**src/rtl/mem_port_arbiter.sv**
```systemverilog
// Shares one single-ported req/ack memory between instruction fetch and data load/store:
// data wins contested arbitrations, fetch is forced through after STARVE_LIMIT losses.
module mem_port_arbiter #(
    parameter int unsigned STARVE_LIMIT = 4,
    parameter int unsigned TIMEOUT      = 64
) (
    input  logic        i_clk,
    input  logic        i_rst_n,
    input  logic        i_if_req,
    input  logic [31:0] i_if_addr,
    output logic        o_if_gnt,
    output logic        o_if_rvalid,
    output logic [31:0] o_if_rdata,
    input  logic        i_d_req,
    input  logic        i_d_we,
    input  logic [31:0] i_d_addr,
    input  logic [31:0] i_d_wdata,
    input  logic [3:0]  i_d_be,
    output logic        o_d_gnt,
    output logic        o_d_rvalid,
    output logic [31:0] o_d_rdata,
    output logic        o_mem_req,
    output logic        o_mem_we,
    output logic [31:0] o_mem_addr,
    output logic [31:0] o_mem_wdata,
    output logic [3:0]  o_mem_be,
    input  logic        i_mem_ack,
    input  logic [31:0] i_mem_rdata,
    output logic        o_busy,
    output logic        o_timeout_err
);
    // state   | meaning
    // IDLE    | port free, arbitrate on every edge
    // BUSY_I  | fetch owns the memory port, waiting for ack or watchdog
    // BUSY_D  | data load/store owns the memory port, waiting for ack or watchdog
    typedef enum logic [1:0] {
        ST_IDLE   = 2'd0,
        ST_BUSY_I = 2'd1,
        ST_BUSY_D = 2'd2
    } state_t;

    localparam logic [3:0] LP_STARVE_MAX = 4'(STARVE_LIMIT);
    localparam bit         LP_WD_EN      = (TIMEOUT != 0);
    localparam logic [7:0] LP_WD_LAST    = LP_WD_EN ? 8'(TIMEOUT - 1) : 8'd0;

    state_t     r_state;
    logic [3:0] r_starve_cnt;
    logic [7:0] r_wd_cnt;
    logic       w_d_wins;
    logic       w_if_wins;
    logic       w_wd_expire;
    logic       w_done;

    always_comb begin
        w_d_wins    = i_d_req && !(i_if_req && (r_starve_cnt == LP_STARVE_MAX));
        w_if_wins   = i_if_req && !w_d_wins;
        w_wd_expire = LP_WD_EN && (r_wd_cnt == LP_WD_LAST);
        w_done      = i_mem_ack || w_wd_expire;
    end

    always_ff @(posedge i_clk) begin
        if (!i_rst_n) begin
            r_state       <= ST_IDLE;
            r_starve_cnt  <= 4'd0;
            r_wd_cnt      <= 8'd0;
            o_if_gnt      <= 1'b0;
            o_if_rvalid   <= 1'b0;
            o_if_rdata    <= 32'h0;
            o_d_gnt       <= 1'b0;
            o_d_rvalid    <= 1'b0;
            o_d_rdata     <= 32'h0;
            o_mem_req     <= 1'b0;
            o_mem_we      <= 1'b0;
            o_mem_addr    <= 32'h0;
            o_mem_wdata   <= 32'h0;
            o_mem_be      <= 4'h0;
            o_busy        <= 1'b0;
            o_timeout_err <= 1'b0;
        end else begin
            o_if_gnt    <= 1'b0;
            o_d_gnt     <= 1'b0;
            o_if_rvalid <= 1'b0;
            o_d_rvalid  <= 1'b0;
            unique case (r_state)
                ST_IDLE: begin
                    if (w_d_wins) begin
                        r_state     <= ST_BUSY_D;
                        o_d_gnt     <= 1'b1;
                        o_mem_req   <= 1'b1;
                        o_busy      <= 1'b1;
                        o_mem_we    <= i_d_we;
                        o_mem_addr  <= i_d_addr;
                        o_mem_wdata <= i_d_wdata;
                        o_mem_be    <= i_d_we ? i_d_be : 4'hF;
                        // contested loss; the counter cannot be at its limit here
                        if (i_if_req) begin
                            r_starve_cnt <= r_starve_cnt + 4'd1;
                        end
                    end else if (w_if_wins) begin
                        r_state      <= ST_BUSY_I;
                        o_if_gnt     <= 1'b1;
                        o_mem_req    <= 1'b1;
                        o_busy       <= 1'b1;
                        o_mem_we     <= 1'b0;
                        o_mem_addr   <= i_if_addr;
                        o_mem_wdata  <= 32'h0;
                        o_mem_be     <= 4'hF;
                        r_starve_cnt <= 4'd0;
                    end
                end
                ST_BUSY_I, ST_BUSY_D: begin
                    if (w_done) begin
                        r_state   <= ST_IDLE;
                        o_mem_req <= 1'b0;
                        o_busy    <= 1'b0;
                        r_wd_cnt  <= 8'd0;
                        if (!i_mem_ack) begin
                            o_timeout_err <= 1'b1;
                        end
                        // an aborted read returns zero data to its owner
                        if (r_state == ST_BUSY_I) begin
                            o_if_rvalid <= 1'b1;
                            o_if_rdata  <= i_mem_ack ? i_mem_rdata : 32'h0;
                        end else begin
                            o_d_rvalid <= 1'b1;
                            if (!o_mem_we) begin
                                o_d_rdata <= i_mem_ack ? i_mem_rdata : 32'h0;
                            end
                        end
                    end else begin
                        r_wd_cnt <= r_wd_cnt + 8'd1;
                    end
                end
                default: r_state <= ST_IDLE;
            endcase
        end
    end
endmodule

```
**config.mk**
```make
export PLATFORM = sky130hd
export DESIGN_NAME = mem_port_arbiter
export DESIGN_NICKNAME = d
export VERILOG_FILES = /design/src/rtl/mem_port_arbiter.sv
export SDC_FILE = /design/constraint.sdc
export NUM_CORES = 1
export LEC_CHECK = 0
export ABC_AREA = 1
export ABC_CLOCK_PERIOD_IN_PS = 1600
export CAP_MARGIN = 10
export CORE_ASPECT_RATIO = 1.1
export CORE_MARGIN = 8
export CORE_UTILIZATION = 39
export DETAILED_ROUTE_END_ITERATION = 7
export HOLD_SLACK_MARGIN = 0.03
export PLACE_DENSITY_LB_ADDON = 0.15
export RECOVER_POWER = 50
export REMOVE_ABC_BUFFERS = 1
export SKIP_LAST_GASP = 1
export SYNTH_ARGS = -nofsm -noshare
export SYNTH_HDL_FRONTEND = slang
export SYNTH_SLANG_ARGS = --single-unit
```
**constraint.sdc**
```tcl
create_clock -name i_clk -period 1.6 [get_ports i_clk]
set_input_delay 0.32 -clock i_clk [delete_from_list [all_inputs] [get_ports i_clk]]
set_output_delay 0.32 -clock i_clk [all_outputs]
set_load 0.02 [all_outputs]
```
* Word level (Yosys, flattened, before mapping)
Index checks and enable logic that the tools add are counted.
W data, S select, Z words.
** Word-level totals
- Flip-flop bits (word level) :: 153
- Bits of input ports :: 138
- Output and inout port bits :: 140
- Word-level logic and storage cells :: 75
** Operators by class
- Add/sub/neg operators :: 2
- Equality and inequality tests :: 7
- Multiplexer cells :: 26
- Bitwise operators :: 5
- Reductions and logical operators :: 20
** Operator list (count)
- $mux W32 :: 5
- $mux W4 :: 6
- $reduce_and A3 Y1 :: 5
- $mux W1 :: 9
- $add A8 B1 Y8 const B :: 1
- $eq A8 B6 Y1 const B :: 1
- $mux W8 :: 1
- $mux W2 :: 3
- $reduce_and A2 Y1 :: 3
- $not A1 Y1 :: 5
- $add A4 B1 Y4 const B :: 1
- $eq A4 B3 Y1 const B :: 1
- $ne A2 B2 Y1 const B :: 2
- $pmux W2 S2 :: 1
- $reduce_and A4 Y1 :: 1
- $reduce_bool A2 Y1 :: 2
- $logic_and A1 B1 Y1 :: 3
- $ne A3 B3 Y1 const B :: 1
- $reduce_or A3 Y1 :: 1
- $eq A2 B1 Y1 const B :: 1
- $eq A2 B2 Y1 const B :: 1
- $logic_not A1 Y1 :: 2
- $logic_not A2 Y1 :: 1
- $pmux W1 S2 :: 1
- 2 further kinds :: 2

* Depth between registers and ports, before layout
- Depth after elaboration :: 9
- Mapped depth :: 10
- Depth with buffers taken out :: 9

* Worst setup path after synthesis
No wires, ideal clock.
- Kind :: reg-to-reg
- Start point :: register r_state[0]
- End point :: register r_wd_cnt[5]
- Library setup time :: 0.119 ns
- Arrival :: 1.390 ns
- Required time :: 1.481 ns
- Slack :: 0.092 ns
- Stages on the path, launching flop included :: 9
- Buffers on the path :: 1
- Clock period less this slack :: 1.508 ns
- Cell sequence :: dfxtp_1 -> inv_1 -> ha_1 -> buf_4 -> nand2_1 -> nor3_1 -> nand2_1 -> xor2_1 -> nor2_1
** Between the ends
- Word-level cells in the longest chain between the ends :: 2
- Elaborated cells between the ends (all ways) :: 3
- Those cells by class :: eq/ne: 2; reduce/logical: 1
** Ends and longest elaborated chain
- start: declaration :: RTL line 46 : state_t r_state;
- start signal: assignment :: RTL line 63 : r_state <= ST_IDLE;
- start signal: assignment :: RTL line 87 : r_state <= ST_BUSY_D;
- start signal: assignment :: RTL line 100 : r_state <= ST_BUSY_I;
- $eq A2 B1 Y1 or $eq A2 B2 Y1 (tied branches) :: RTL line 84 : unique case (r_state)
- $reduce_or A2 Y1 (*) :: RTL line 84
- end signal: assignment :: RTL line 131 : r_wd_cnt <= r_wd_cnt + 8'd1;
- end: declaration :: RTL line 48 : logic [7:0] r_wd_cnt;
Mark *: on every way between the ends. The rest lies on a longest branch, timed or not.
A chain may end at the register's enable or synchronous reset.

* Worst setup path after layout
- Start point :: register r_wd_cnt[0]
- End point :: register o_d_rdata[12]
** Between the ends
- Word-level cells in the longest chain between the ends :: 3
** Ends and longest elaborated chain
- $eq A8 B6 Y1 :: RTL line 57 : w_wd_expire = LP_WD_EN && (r_wd_cnt == LP_WD_LAST);
- $logic_or A1 B1 Y1 :: RTL line 58 : w_done = i_mem_ack || w_wd_expire;
- $reduce_and A4 Y1 (no source line)
- end signal: assignment :: RTL line 127 : o_d_rdata <= i_mem_ack ? i_mem_rdata : 32'h0;
- end: declaration :: RTL line 21 : output logic [31:0] o_d_rdata,
No other way between the ends.

==> impl_metrics.toml <==
[status]
run_status = "finished, final reports clean"

[route]
post_drt_wl_per_cell_um = 15.2
route.antenna.remaining_nets = 0
postRouteWirelength_mm = 22.6
detail_route.vias_per_cell = 4.64
via_count = 6883
drc_errors = 0
first_pass_drt_iterations = 7
detailedRoute.firstIterationViolations = 322

[pwr]
power.switching_fraction_pct = 29.2
power_mw = 11.7
ir_worst_vdd_uv = 739
powerDensity_nw_per_um2 = 1110
power.share.clock_pct = 38.7
p_leak_nw = 5.45
p_seq_share_pct = 37.1
power_frac_comb_pct = 24.2
total_internal_power_mw = 8.27
p_switching_mw = 3.40

[setup_path]
worstPathMaxFanout = 26
worstSetupPathType = "reg -> reg"
worstReg2RegEnd = "o_d_rdata[12]"
worstReg2RegStart = "r_wd_cnt[0]"
timing.critical_path.to_type = "flip-flop"
startpoint_type = "flip-flop"
crit_path_start = "r_wd_cnt[0]"
worst-endpoint-required_ns = 1.92
timing.reg2reg.worst_path_depth = 9
critical_path_arrival_ns = 1.90
critical_path.endpoint = "o_d_rdata[12]"
reg2reg_slack_ns = 0.02

[sta]
setup_viol = 0
max_slew_margin_pct = 74.0
finalWorstSetupSlack_ns = 0.0198
timing_worst_slew_pin_value_ns = 0.390
timing.final.hold_violations = 0
timing_max_transition_violations_final = 0
fin_worst_skew_ns = 0.00889
clock.fmax_mhz = 633
final.min_clock_period_ns = 1.58
final.setup.tns_ns = 0
final_worst_path_period_share_pct = 98.8
rsz0062_at_grt = "true"

[grt]
global_route.usage.met1_pct = 23.6
global_route.usage.met2_pct = 32.6
globalRouteOverflowTotal = 0
global_route.usage.met3_pct = 8.96
antenna_found_initial = 0
grt_pass1_wl_mm = 34.3
globalRouteTotalUtil_pct = 20.1
largest_net_degree_at_the_start_of_global_routing = 54
grt.busiest_layer = "met2"
first_global_vias = 6527

[layout]
n_antenna_cell = 0
flow.area_growth_from_synthesis_pct = 60.4
finalInstanceArea_um2 = 10500
fin_nets = 1409
non_filler_cells_final = 1483
drive_gt1_share_pct = 8.84

[run]
max_cap_viol_count = 0

[floorplan]
placeableCoreArea_um2 = 16400
floorplan.die.height_um = 152
pin_count = 278
die_area_um2 = 21300
floorplan.die.width_um = 140
initial_utilization_pct = 40.0
fp-row-count = 49

[placed_design]
gp_congestion = 0.801
port_buffers = 277
placed_cells_incl_taps = 1435
area_after_dpl_um2 = 9720
place_worst_setup_slack_ns = -0.319
dp_hpwl_mm = 15.9

[clock_network]
cts.path.max_buffers = 2
clk_transition_reported_paths_ns = 0.06
cts_buffers = 17
worst_skew_pair.late_latency_ns = 0.42
htree_levels = 4
clock_tree_from_tritoncts = "built"
clk_root_buffer_cell = "clkbuf_16"
cts.sinks = 153

[min_path]
min-delay-path-class = "in -> reg"

[synth]
postSynthAreaPerCell_um2 = 6.73
synthDistinctLibCells = 24
synthesis.instances = 976
ys_ff_latch = 153
mappedNetlistArea_um2 = 6570
ys_warn_count = 0
synth-seq-area-share_pct = 46.6
-- how the worst min path moves through the flow --
stage	startpoint	endpoint	slack, ns	cells past startpoint
final	i_rst_n	o_d_rdata[3]	0.23	3
after global placement	o_if_rdata[20]	o_if_rdata[20]	0.45	2
after global routing	i_rst_n	o_d_rdata[3]	0.21	3
after CTS	i_rst_n	o_d_rdata[3]	0.21	3
after detailed placement	o_if_rdata[29]	o_if_rdata[29]	0.45	2
after floorplan	i_rst_n	o_timeout_err	0.44	1
-- metrics by stage --
stage          util [%]  hold WS, ns
2_1_floorplan         -        0.438
3_3_place_gp       59.1        0.446
3_5_place_dp       59.1        0.450
4_1_cts            62.7        0.212
5_1_grt            64.2        0.215
6_report           64.2        0.226
-- logic make-up after synthesis --
| group | Yosys count | share of synthesized area, % |
|---|---|---|
| buffers and inverters | 179 | 11.3 |
| AOI/OAI and AO/OA | 112 | 8.57 |
| adders and majority gates | 5 | 0.952 |
| xor gates and xnor gates | 6 | 0.800 |
| and+or+nand+nor | 521 | 31.8 |
| DFF | 153 | 46.6 |
-- synth_stat cells --
cell type,n,share of area (%)
o21a_1,1,0.11
a21oi_1,72,5.5
xor2_1,5,0.67
nand3_4,1,0.27
nand2_4,1,0.17
ha_1,5,0.95
inv_2,2,0.11
nor2_1,143,8.2
buf_2,24,1.8
xnor2_1,1,0.13
nand3_1,49,3.7
o21ai_1,1,0.076
nor3_1,6,0.46
buf_4,5,0.57
nand4_1,13,1.2
inv_1,115,6.6
nand2_1,305,17
o21ai_0,38,2.9
clkbuf_1,21,1.2
dfxtp_1,153,47
buf_1,9,0.51
nor3b_1,1,0.11
buf_6,3,0.51
nand2_2,2,0.19
-- layer usage --
metal | share of wire (%) | up-vias
met5 | 0 | -
li1 | - | 3563
met4 | 0.94 | 0
met3 | 9.5 | 10
met1 | 43 | 3062
met2 | 47 | 248
-- worst max-delay path, cell delays in order, from the launching register on --
cell and delay, ns:
dfxtp_2 0.33, ha_2 0.18, nand2_2 0.07, nor2_2 0.13, nand2_2 0.09, nand2_4 0.11, nand3_4 0.15, clkbuf_16 0.25
nor2_1 0.11, nor2_1 0.05
-- power by group through the flow --
| stage | combinational (mW) | clock [mW] | sequential (mW) |
|---|---|---|---|
| 3_3_place_gp | 2.85 | 0 | 4.40 |
| 3_5_place_dp | 2.86 | 0 | 4.42 |
| 5_1_grt | 3.10 | 4.79 | 4.36 |
| 6_report | 2.82 | 4.52 | 4.33 |
| 2_1_floorplan | 0.913 | 0 | 4.82 |
| 4_1_cts | 2.74 | 4.61 | 4.33 |
-- cells in the final DEF (no fill, tap or decap), drive strengths merged, types with 6 or more instances in the layout --
| cell type | Yosys | final |
|---|---|---|
| nand2 | 308 | 308 |
| dfxtp | 153 | 153 |
| nor2 | 143 | 143 |
| dlygate4sd2 | 0 | 140 |
| clkdlybuf4s50 | 0 | 136 |
| inv | 117 | 120 |
| a21oi | 72 | 72 |
| nand3 | 50 | 50 |
| buf | 41 | 50 |
| o21ai | 39 | 39 |
| clkbuf | 21 | 24 |
| nand4 | 13 | 13 |
| nor3 | 6 | 6 |
-- sequential cells by signal, indices dropped and copies added (netlist names) --
name           count
r_starve_cnt       4
o_timeout_err      1
r_state            2
o_d_rdata         32
o_mem_wdata       32
r_wd_cnt           8
o_busy             1
o_mem_addr        32
o_if_gnt           1
o_d_rvalid         1
o_if_rdata        32
o_mem_be           4
o_mem_we           1
o_d_gnt            1
o_if_rvalid        1
-- what timing repair did --
| action | 4_1_cts | 5_1_grt |
|---|---|---|
| hold buffers | 0 | 0 |
| buffers inserted | 1 | 8 |
| setup endpoints to repair | 185 | 142 |
| resized for setup | 145 | 25 |
| pin swaps | 0 | 4 |
| cloned | 2 | 5 |
-- cell type report --
class	count	area, um2
well taps	204	255
flip-flops and latches	153	3070
multi-input cells	644	2810
repair buffers	333	3290
inverters	117	449
clock inverters	13	215
clock buffers	19	453
fillers	1523	5890
No activity file was read; power rests on OpenSTA's default activity.
==> patch 1, RTL diff (same flow settings) <==
The 3 states of `state_t` get a one-hot encoding in 3 bits.
--- a/src/rtl/mem_port_arbiter.sv
+++ b/src/rtl/mem_port_arbiter.sv
@@ -33,10 +33,10 @@
     // IDLE    | port free, arbitrate on every edge
     // BUSY_I  | fetch owns the memory port, waiting for ack or watchdog
     // BUSY_D  | data load/store owns the memory port, waiting for ack or watchdog
-    typedef enum logic [1:0] {
-        ST_IDLE   = 2'd0,
-        ST_BUSY_I = 2'd1,
-        ST_BUSY_D = 2'd2
+    typedef enum logic [2:0] {
+        ST_IDLE   = 3'b001,
+        ST_BUSY_I = 3'b010,
+        ST_BUSY_D = 3'b100
     } state_t;
 
     localparam logic [3:0] LP_STARVE_MAX = 4'(STARVE_LIMIT);
Behaviour: no difference found for any inputs over 4 cycles, from zero or initial values and one cycle with i_rst_n low; so few cycles prove little.
==> patch 1 against the original RTL <==
  * Via count shrank 2.7%
  * Combinational power down 33%
  * Count of clock-buffer cells in the layout grew 1
  * First-iteration DRC count decreased by 4.0%
  * Worst setup slack improved by 0.079 ns
  * Highest routed layer unchanged
  * Wire length decreased by 3.2%
  * Cell area shrank 3.8%
  * Sequential share of layout area rose by 1.3 points
  * Die area is 4.1% lower
  * Global-route usage rose by 0.83 points
  * Synthesized cell count decreased by 11%
  * Sequential cell count up 1
  * Total power decreased by 14%
  * Largest cell class unchanged
  * Synthesized area down 4.6%
==> patch 1: results (changes against the original RTL) <==
status: "complete, no violations"
yosys-top-cells-area: "dfxtp_1, nand2_1, nand3_1"
drt_iter0_drc: 309  # -4.0%
worstHoldEndpoint: "o_timeout_err"
met2_length_mm: 10.4  # -1.7%
p_leak_nw: 4.87  # -11%
place.gp.congestion: 0.870  # +8.6%
ys_seq_area_frac: 0.492  # +0.0259
crit_path_end: "o_mem_wdata[1]"
pwr-share-clk: 0.400  # +0.013
finClkSkew_ns: 0.0155  # +0.00656 ns
yosys.area_share.xor_xnor: 0.00280  # -0.00520
hpwlAfterDp_mm: 16.0  # +0.94%
wl_met1_mm: 8.66  # -9.7%
vdd_drop_max_uv: 679  # -8.1%
cp_top_family: "buffers and inverters"
wl_per_cell_um: 15.9  # +4.3%
power_density_nw_per_um2: 989  # -11%
critPathArrivalTime_ns: 1.86  # -0.04 ns
grt_pass1_wl_mm: 34.1  # -0.86%
seqPwrFrac: 0.412  # +0.041
holdPathStages: 4  # +1
grt_pass1_vias: 6692  # +2.5%
synth_adder_area_share: 0.00599  # -0.00353
synth_compound_area_frac: 0.0707  # -0.0150
routed_wl_mm: 21.8  # -3.2%
r2r-start: "r_starve_cnt[0]"
vias_per_cell: 4.87  # +4.8%
synth_common_cells: "nand2_1, dfxtp_1, nand3_1"
r2r_cells: 10  # +1
dpl.cell_count: 1337  # -6.8%
patch 1: logic make-up after synthesis:
kind of cell,count (synthesis)
buf+inv,122
flops,154
simple gates,498
fa+ha+maj,3
compound gates,87
xor+xnor,2
patch 1: layout make-up:
| type | count | area, um2 |
|---|---|---|
| Sequential cell | 154 | 3080 |
| Clock inverter | 12 | 143 |
| Multi-Input combinational cell | 590 | 2690 |
| Timing Repair Buffer | 340 | 3290 |
| Fill cell | 1459 | 5590 |
| Tap cell | 200 | 250 |
| Clock buffer | 20 | 447 |
| Inverter | 60 | 234 |
patch 1: metrics by stage:
stage	TNS [ns]	hold slack, ns	setup WS, ns	cell area, um2	utilization
finish	0	0.356	0.0984	10100	0.645
detailed placement	-11.70	0.452	-0.190	9610	0.610
global placement	-9.29	0.446	-0.140	9610	0.610
global route	-0.00219	0.395	-0.00219	10100	0.645
floorplan	-141.80	0.396	-2.15	5970	-
CTS	0	0.325	0.0127	10000	0.637
==> patch 2, RTL diff (same flow settings) <==
Made on the original files. The parameter `TIMEOUT` goes from 64 to 48.
--- a/src/rtl/mem_port_arbiter.sv
+++ b/src/rtl/mem_port_arbiter.sv
@@ -2,7 +2,7 @@
 // data wins contested arbitrations, fetch is forced through after STARVE_LIMIT losses.
 module mem_port_arbiter #(
     parameter int unsigned STARVE_LIMIT = 4,
-    parameter int unsigned TIMEOUT      = 64
+    parameter int unsigned TIMEOUT      = 48
 ) (
     input  logic        i_clk,
     input  logic        i_rst_n,
Behaviour: same outputs for any inputs over 4 cycles, from zero or initial values and one cycle with i_rst_n low; that may be too few to reach the edited logic, so the function may still have changed.
==> patch 2 against the original RTL <==
  * Synthesized cell count increased by 0.10%
  * Clock power decreased by 13%
  * Via count decreased by 0.29%
  * Sequential cell count unchanged
  * Cell area decreased by 0.53%
  * Worst setup slack improved by 0.064 ns
  * Synthesized area decreased by 0.11%
  * Total power decreased by 4.9%
  * Largest cell class unchanged
  * Worst hold slack got worse by 0.031 ns
  * Wire length decreased by 0.17%
==> patch 2: results (changes against the original RTL) <==
status: "complete, no violations"
powerClk_w: 0.00394  # -13%
rrSetupSlack_ns: 0.08  # +0.06 ns
grt_pass1_vias: 6626  # +1.5%
multi_input_gates: 646  # +0.31%
met2_usage: 0.332  # +0.00604
place.gp.congestion: 0.800  # about the same
dpl.cell_count: 1450  # +1.0%
grt_pass1_wl_mm: 34.8  # +1.2%
placed_cell_area_um2: 9840  # +1.2%
n_fill_cell: 1578  # +3.6%
yosys-top-cells-area: "dfxtp_1, nand2_1, nor2_1"
p_sw_w: 0.00330  # -2.9%
critPathArrivalTime_ns: 1.86  # -0.04 ns
clock_buffers: 23  # +4
final_area_um2: 10500  # -0.53%
place_ws_ns: -0.305  # +0.0134 ns
combinationalPowerShare: 0.255  # +0.013
cpMaxStageDelayCell: "dfxtp_1"
multi_input_area_share: 0.271  # +0.00417
buffer_area_frac: 0.315  # +0.00323
final_nets: 1418  # +0.64%
ys_seq_area_frac: 0.467  # +0.000533
cp_top_family: "buffers and inverters"
wl_per_cell_um: 15.1  # -0.70%
pwr-share-clk: 0.355  # -0.032
hpwlAfterDp_mm: 16.2  # +2.0%
worst_slew_pin_slew_ns: 0.352  # -0.0382 ns
worstHoldEndpoint: "o_d_rdata[7]"
finClkSkew_ns: 0.00821  # -0.000680 ns
grt_use_total: 0.203  # +0.00240
r2r-start: "r_starve_cnt[1]"
ys_types: 23  # -4.2%
cp_slowest_stage_delay_ns: 0.37  # +0.04 ns
syn_area_um2: 6560  # -0.11%
regToRegEndpoint: "o_mem_wdata[2]"
met1_usage: 0.229  # -0.00714
-- patch 2: how the worst max path moves through the flow --
stage                                from              end  slack (ns)
after floorplan                r_state[0]      o_mem_be[0]       -0.68
after global placement           i_if_req   o_mem_addr[20]       -0.28
after detailed placement         i_if_req  o_mem_wdata[12]       -0.31
after CTS                 r_starve_cnt[1]   o_mem_wdata[2]       -0.02
after global routing          r_wd_cnt[1]    o_d_rdata[11]       -0.03
final                     r_starve_cnt[1]   o_mem_wdata[2]        0.08
-- patch 2: kinds of logic (layout without fill, tap and decap cells) --
kind of cell    Yosys count  count (layout)  share of synthesized area
compound gates          110             110                     0.0839
buf+inv                 179             488                      0.112
xor+xnor                  6               6                    0.00801
simple gates            524             525                      0.320
fa+ha+maj                 5               5                    0.00953
flops                   153             153                      0.467
-- patch 2: per-layer routing --
layer,up-vias,part of all wire,wire (um)
li1,3577,-,-
met4,0,0.014,325
met2,234,0.48,10800
met1,3031,0.40,9010
met5,-,0,0
met3,21,0.11,2430
